## config.mk

```make
export PLATFORM = sky130hd
export DESIGN_NAME = zinde_mem_dump
export DESIGN_NICKNAME = d
export VERILOG_FILES = /design/src/rtl/zinde_mem_dump_pkg.sv /design/src/rtl/zinde_dump_out_stage.sv /design/src/rtl/zinde_mem_dump.sv
export SDC_FILE = /design/constraint.sdc
export NUM_CORES = 1
export LEC_CHECK = 0
export CAP_MARGIN = 20
export CORE_MARGIN = 10
export CORE_UTILIZATION = 47
export CTS_BUF_LIST = sky130_fd_sc_hd__clkbuf_4 sky130_fd_sc_hd__clkbuf_8
export DETAILED_ROUTE_END_ITERATION = 10
export GPL_TIMING_DRIVEN = 1
export MAX_ROUTING_LAYER = met4
export PLACE_DENSITY = 0.79
export SETUP_SLACK_MARGIN = 0.2
export SLEW_MARGIN = 10
export SYNTH_ARGS = -nofsm -noshare
export SYNTH_HDL_FRONTEND = slang
export SYNTH_HIERARCHICAL = 1
export SYNTH_SLANG_ARGS = --single-unit
```

## constraint.sdc

```tcl
create_clock -name clkn -period 1.65 [get_ports clkn]
set_input_delay 0.165 -clock clkn [delete_from_list [all_inputs] [get_ports clkn]]
set_output_delay 0.165 -clock clkn [all_outputs]
set_load 0.005 [all_outputs]
```

## src/rtl/zinde_mem_dump_pkg.sv

```systemverilog
// zinde_mem_dump_pkg: shared FSM state encoding and default port widths for the
// ZindeRV8 memory dump engine and its output stage.
package zinde_mem_dump_pkg;

  localparam int DEF_ADDR_W = 8;
  localparam int DEF_DATA_W = 8;
  localparam int DEF_RD_LAT = 1;

  // SEND is the hold-until-ready phase of a captured byte; CSUM only ever
  // becomes reachable when the checksum option is compiled in.
  typedef enum logic [2:0] {
    ST_IDLE = 3'd0,
    ST_ACQ  = 3'd1,
    ST_WAIT = 3'd2,
    ST_CAPT = 3'd3,
    ST_SEND = 3'd4,
    ST_DONE = 3'd5,
    ST_CSUM = 3'd6
  } dump_state_e;

endpackage

```

## src/rtl/zinde_dump_out_stage.sv

```systemverilog
// zinde_dump_out_stage: valid/ready holding register for the dump byte stream.
// A load wins over a same-cycle handshake so back-to-back bytes never lose valid.
module zinde_dump_out_stage #(
  parameter int DATA_W = 8
) (
  input  logic              clk_i,
  input  logic              rst_ni,
  input  logic              load_i,
  input  logic [DATA_W-1:0] load_data_i,
  input  logic              ready_i,
  output logic [DATA_W-1:0] data_o,
  output logic              valid_o
);

  logic [DATA_W-1:0] data_q, data_d;
  logic              valid_q, valid_d;

  always_comb begin
    data_d  = data_q;
    valid_d = valid_q;
    if (load_i) begin
      data_d  = load_data_i;
      valid_d = 1'b1;
    end else if (valid_q && ready_i) begin
      valid_d = 1'b0;
    end
  end

  always_ff @(posedge clk_i or negedge rst_ni) begin
    if (!rst_ni) begin
      data_q  <= '0;
      valid_q <= 1'b0;
    end else begin
      data_q  <= data_d;
      valid_q <= valid_d;
    end
  end

  assign data_o  = data_q;
  assign valid_o = valid_q;

endmodule

```

## src/rtl/zinde_mem_dump.sv

```systemverilog
// zinde_mem_dump: takes the ZindeRV8 external RAM port after halt, sweeps an address
// window and streams each byte on valid/ready. `ZINDE_DUMP_CHECKSUM_EN appends a sum byte.
module zinde_mem_dump
  import zinde_mem_dump_pkg::*;
#(
  parameter int ADDR_W = DEF_ADDR_W,
  parameter int DATA_W = DEF_DATA_W,
  parameter int RD_LAT = DEF_RD_LAT
) (
  input  logic              clkn,
  input  logic              rstn,
  input  logic              start,
  input  logic [ADDR_W-1:0] start_adr,
  input  logic [ADDR_W-1:0] end_adr,
  output logic              sel_out,
  output logic              we_out,
  output logic [ADDR_W-1:0] adr_out,
  input  logic [DATA_W-1:0] mem_rdata,
  output logic [DATA_W-1:0] dump_data,
  output logic              dump_valid,
  input  logic              dump_ready,
  output logic              busy,
  output logic              done
);

  localparam int               REM_W    = ADDR_W + 1;
  localparam int               LAT_W    = (RD_LAT > 1) ? $clog2(RD_LAT) : 1;
  localparam logic [LAT_W-1:0] LAT_INIT = LAT_W'(RD_LAT - 1);
  localparam logic [REM_W-1:0] REM_ONE  = REM_W'(1);

  dump_state_e       state_q, state_d;
  logic [ADDR_W-1:0] adr_q, adr_d;
  logic [ADDR_W-1:0] span;
  logic [REM_W-1:0]  rem_q, rem_d;
  logic [LAT_W-1:0]  lat_q, lat_d;
  logic              load;
  logic [DATA_W-1:0] load_data;
  logic              handshake;

`ifdef ZINDE_DUMP_CHECKSUM_EN
  logic [DATA_W-1:0] csum_q, csum_d;
`endif

  // Window length minus one; the modular difference makes end<start wrap through zero.
  assign span      = end_adr - start_adr;
  assign handshake = dump_valid && dump_ready;

  always_comb begin
    state_d   = state_q;
    adr_d     = adr_q;
    rem_d     = rem_q;
    lat_d     = lat_q;
    load      = 1'b0;
    load_data = mem_rdata;
`ifdef ZINDE_DUMP_CHECKSUM_EN
    csum_d    = csum_q;
`endif
    case (state_q)
      ST_IDLE: begin
        if (start) begin
          state_d = ST_ACQ;
          adr_d   = start_adr;
          rem_d   = REM_W'(span) + REM_ONE;
`ifdef ZINDE_DUMP_CHECKSUM_EN
          csum_d  = '0;
`endif
        end
      end
      ST_ACQ: begin
        state_d = ST_WAIT;
        lat_d   = LAT_INIT;
      end
      ST_WAIT: begin
        if (lat_q == '0) state_d = ST_CAPT;
        else             lat_d   = lat_q - LAT_W'(1);
      end
      ST_CAPT: begin
        load    = 1'b1;
        state_d = ST_SEND;
      end
      ST_SEND: begin
        if (handshake) begin
          rem_d = rem_q - REM_ONE;
`ifdef ZINDE_DUMP_CHECKSUM_EN
          csum_d = csum_q + dump_data;
`endif
          if (rem_q == REM_ONE) begin
`ifdef ZINDE_DUMP_CHECKSUM_EN
            load      = 1'b1;
            load_data = csum_q + dump_data;
            state_d   = ST_CSUM;
`else
            state_d   = ST_DONE;
`endif
          end else begin
            adr_d   = adr_q + ADDR_W'(1);
            lat_d   = LAT_INIT;
            state_d = ST_WAIT;
          end
        end
      end
      ST_CSUM: begin
        if (handshake) state_d = ST_DONE;
      end
      ST_DONE: state_d = ST_IDLE;
      default: state_d = ST_IDLE;
    endcase
  end

  always_ff @(posedge clkn or negedge rstn) begin
    if (!rstn) begin
      state_q <= ST_IDLE;
      adr_q   <= '0;
      rem_q   <= '0;
      lat_q   <= '0;
    end else begin
      state_q <= state_d;
      adr_q   <= adr_d;
      rem_q   <= rem_d;
      lat_q   <= lat_d;
    end
  end

`ifdef ZINDE_DUMP_CHECKSUM_EN
  always_ff @(posedge clkn or negedge rstn) begin
    if (!rstn) csum_q <= '0;
    else       csum_q <= csum_d;
  end
`endif

  zinde_dump_out_stage #(
    .DATA_W (DATA_W)
  ) u_out_stage (
    .clk_i       (clkn),
    .rst_ni      (rstn),
    .load_i      (load),
    .load_data_i (load_data),
    .ready_i     (dump_ready),
    .data_o      (dump_data),
    .valid_o     (dump_valid)
  );

  // The port is owned for the whole data sweep, stalls included, and released before any checksum byte.
  assign sel_out = (state_q == ST_ACQ)  || (state_q == ST_WAIT) ||
                   (state_q == ST_CAPT) || (state_q == ST_SEND);
  assign busy    = sel_out || (state_q == ST_CSUM);
  assign done    = (state_q == ST_DONE);
  assign we_out  = 1'b0;
  assign adr_out = adr_q;

endmodule

```

==> flow_summary_export.csv <==
group,metric,value,unit
global_route,number_of_antenna_violations_at_the_first_check_in_global_routing,0,
clocking,tritoncts,"built",
clocking,cts-hold-fix-buffers,0,
floorplanning,placeable_core_region,4350,um2
logic_synthesis,avgSynthCellArea,8.86,um2
worst_hold_path,min-delay-path-class,"primary input to async pin",
timing,finalSetupViolations,14,
timing,maxSlewViolCount,0,
clocking,clk_latency,0.29,ns
placement,finalWeightedCongestion,0.845,
critical_path,required,1.82,ns
floorplanning,die_area,7540,um2
floorplanning,floorplan.initialDensity,48.2,%
pwr,internal_power,3.51,mW
critical_path,cpPeakStageDelay,0.41,ns
placement,dp_worst_setup_slack,-1.18,ns
route,met3_length,356,um
timing,timing.final.crit_share,131,%
logic_synthesis,synth-edff-count,0,
route,drt-total-wl,7.79,mm
layout,final_nets,390,
critical_path,worstPathBufferInverterCount,4,
logic_synthesis,postSynth.asyncResetShare,100,%
pwr,p_seq_share,25.0,%
logic_synthesis,synth_area_leader_cell,"dfrtp_1",
timing,rsz_0062_raised_after_global_routing,"true",
route,detailroute.via_count,2361,
floorplanning,floorplan.rows,24,
logic_synthesis,synth_seq_area_share,34.5,%
layout,layout.cells.most_common,"buf_4",
layout,area_growth,73.3,%
clocking,tritoncts.num_buffers,5,
global_route,grt_max_degree,30,
pwr,power-per-cell-area,1580,nW/um2
logic_synthesis,synth.lib_cells_used.distinct,53,
pwr,share_clk_of_total_power,13.8,%
critical_path,path_common_cell,"nand3_2",
logic_synthesis,synthesis.area,2100,um2
layout,layout_common_cells,"50 x buf_4, 35 x clkdlybuf4s50_1, 23 x dfrtp_1",
logic_synthesis,syn_nets,277,
timing,worst_hold_margin,0.267,ns
critical_path,path_depth,12,
placement,numPortBuffers,47,
clocking,htree_num_levels,2,
critical_path,criticalPathCategory,"primary input to register",
pwr,static-leakage-power,1.58,nW
pwr,p_sw,2.26,mW
route,drtAntennaViolNets,0,
logic_synthesis,yosys_warnings,6,
logic_synthesis,synth_top_cells_by_area,"dfrtp_1 35%, ha_1 6.6%, a21oi_1 6.4%",
global_route,grt_usage,19.0,%
logic_synthesis,synth-main-ff-cell,"dfrtp_1",
placement,post-place-cells,371,
route,detail_route.iter0.violations,161,
layout,layout-drive-gt1-share,45.9,%
clocking,clk_transition_reported_paths,0.07,ns
pwr,vdd_drop_max,0.919,mV
critical_path,r2r_slack,-0.08,ns
route,avgViaCountPerCell,5.86,
route,drt_pass1_iterations,4,
run_status,failed_checks,"negative setup slack",
route,routed_wire_per_std_cell,19.3,um
floorplanning,floorplan.die.height,86.9,um
critical_path,timing.critical_path.from_type,"primary input",
critical_path,worstSetupEndpointType,"register",
pwr,comb_power_share,61.2,%
timing,final.setup.worst_slack,-0.512,ns
critical_path,reg2reg_depth,8,
critical_path,worstPathCellList,"buf_8 -> inv_12 -> ha_4 -> inv_2 -> fa_2 -> buf_6 -> xor2_2 -> nand3_2 -> or3_4 -> and4bb_2 -> nand3_2 -> a31o_1",
global_route,grt_first_pass_wirelength,11.2,mm
critical_path,worst-path-max-fanout,2,
route,topRoutingLayerUsed,"met4",
layout,fill_count,227,
critical_path,data_arrival_time_of_the_worst_path,2.33,ns
floorplanning,fp.dieW,86.9,um
layout,antenna_cells,0,
placement,detailed_placement_hpwl,4.61,mm
run,maxCapViolations,0,
timing,timing_hold_violations_final,0,
critical_path,critical_path_cell_with_the_highest_stage_delay,"or3_4",
clocking,tritoncts_num_sinks,29,
route,route.layer.met1.wl,3.05,mm
logic_synthesis,synth-seq-cells,29,
clocking,clock_tree.root_cell,"clkbuf_8",
critical_path,cp_top_family,"simple AND/OR/NAND/NOR gates",
run_status,outcome,"complete, but fails checks",
pwr,netSwitchingFraction,39.1,%
clocking,clock_path_buffers,2,
logic_synthesis,netlist_instances,237,
route,drc_errors,0,
logic_synthesis,synth_top_cell_area_share,34.5,%
route,amount_of_wire_on_met2_after_detailed_routing,4.11,mm
floorplanning,io-pin-count,49,
timing,final.min_clock_period,2.16,ns
timing,max_freq,463,MHz
layout,layout.cells.non_filler,403,
global_route,grt_pass1_vias,2386,
global_route,globalRoute.totalOverflow,0,
timing,clock_skew_after_layout,0.0105,ns
power groups by stage:
stage	sequential, mW	clock [mW]	combinational, mW
floorplan	1.40	0	1.47
global placement	1.38	0	2.69
detailed placement	1.40	0	2.76
CTS	1.42	0.797	2.98
global route	1.48	0.835	3.79
finish	1.44	0.798	3.53
cell type report:
class | count | area, um2 | area share (%)
clock buffer | 7 | 90.1 | 2.47
clock inverter | 1 | 30.0 | 0.825
inverter | 14 | 65.1 | 1.79
multi-input combinational | 187 | 1630 | 44.9
sequential | 29 | 733 | 20.1
tap | 52 | 65.1 | 1.79
timing repair buffer | 113 | 1020 | 28.1
stage by stage:
step           utilization (%)  cell area, um2  power (mW)  setup TNS [ns]
2_1_floorplan                -            2250        2.87           -1.15
3_3_place_gp              70.4            3070        4.07           -6.42
3_5_place_dp              70.4            3070        4.17           -6.81
4_1_cts                   77.9            3390        5.20           -1.45
5_1_grt                   83.6            3640        6.11           -2.97
6_report                  83.6            3640        5.77           -1.95
layer usage:
layer,global-route usage [%],vias to the layer above
li1,-,1085
met1,20.0,1156
met3,3.75,28
met4,8.98,0
met5,-,-
met2,33.2,92
worst register-to-register path: cells and delay by family, from the launching register on:
family                   cells  cell delay [ns]
AND/OR/NAND/NOR              2             0.44
flip-flops                   1             0.40
adder cells (fa/ha/maj)      1             0.13
AO/OA/AOI/OAI                4             0.56
buffers and inverters        1             0.09
Yosys cell counts (2+ instances only):
| library cell | instances |
|---|---|
| clkbuf_1 | 5 |
| o21a_1 | 2 |
| nor2_1 | 19 |
| nor3_1 | 6 |
| and2_1 | 7 |
| nand4_1 | 2 |
| a21o_1 | 3 |
| a21oi_1 | 27 |
| nand2b_1 | 5 |
| o21ai_0 | 10 |
| o21ai_1 | 10 |
| nand3b_1 | 2 |
| nor2b_1 | 3 |
| xor2_1 | 3 |
| a31oi_1 | 3 |
| xnor2_1 | 5 |
| dfrtp_1 | 29 |
| and3_1 | 5 |
| nand3_1 | 7 |
| mux2_4 | 8 |
| ha_1 | 11 |
| o22ai_1 | 4 |
| inv_1 | 14 |
| o31ai_1 | 6 |
| nand2_1 | 13 |
path summary, 6_finish.rpt:
check,start,to
max in group asynchronous,rstn,adr_out[3]
min in group clkn,start_adr[0],adr_out[0]
hold reg to reg,u_out_stage/data_o[0],u_out_stage/data_o[0]
hold / removal,rstn,rem_q[3]
setup / recovery,end_adr[0],rem_q[7]
setup reg to reg,rem_q[1],adr_out[2]
timing repair:
action | CTS | global route
resized for setup | 56 | 46
buffers inserted | 13 | 9
hold endpoints to repair | 0 | 0
pin swaps | 27 | 29
setup endpoints to repair | 31 | 31
gates cloned | 1 | 1
sequential cells by signal, summed over array words and instances, names as in the netlist:
name                 count
state_q                  3
rem_q                    9
adr_out                  8
u_out_stage/valid_o      1
u_out_stage/data_o       8
cell families (layout without fill, tap and decap cells):
family,Yosys count,count (layout),synth area share [%]
compound gates,75,76,21.5
xor+xnor,10,10,4.88
fa+ha+maj,12,12,7.50
buf+inv,22,135,4.53
flops,29,29,34.5
mux,9,9,6.19
other cells,1,1,0.179
simple gates,79,79,20.7
No activity file was read; power rests on OpenSTA's default activity.
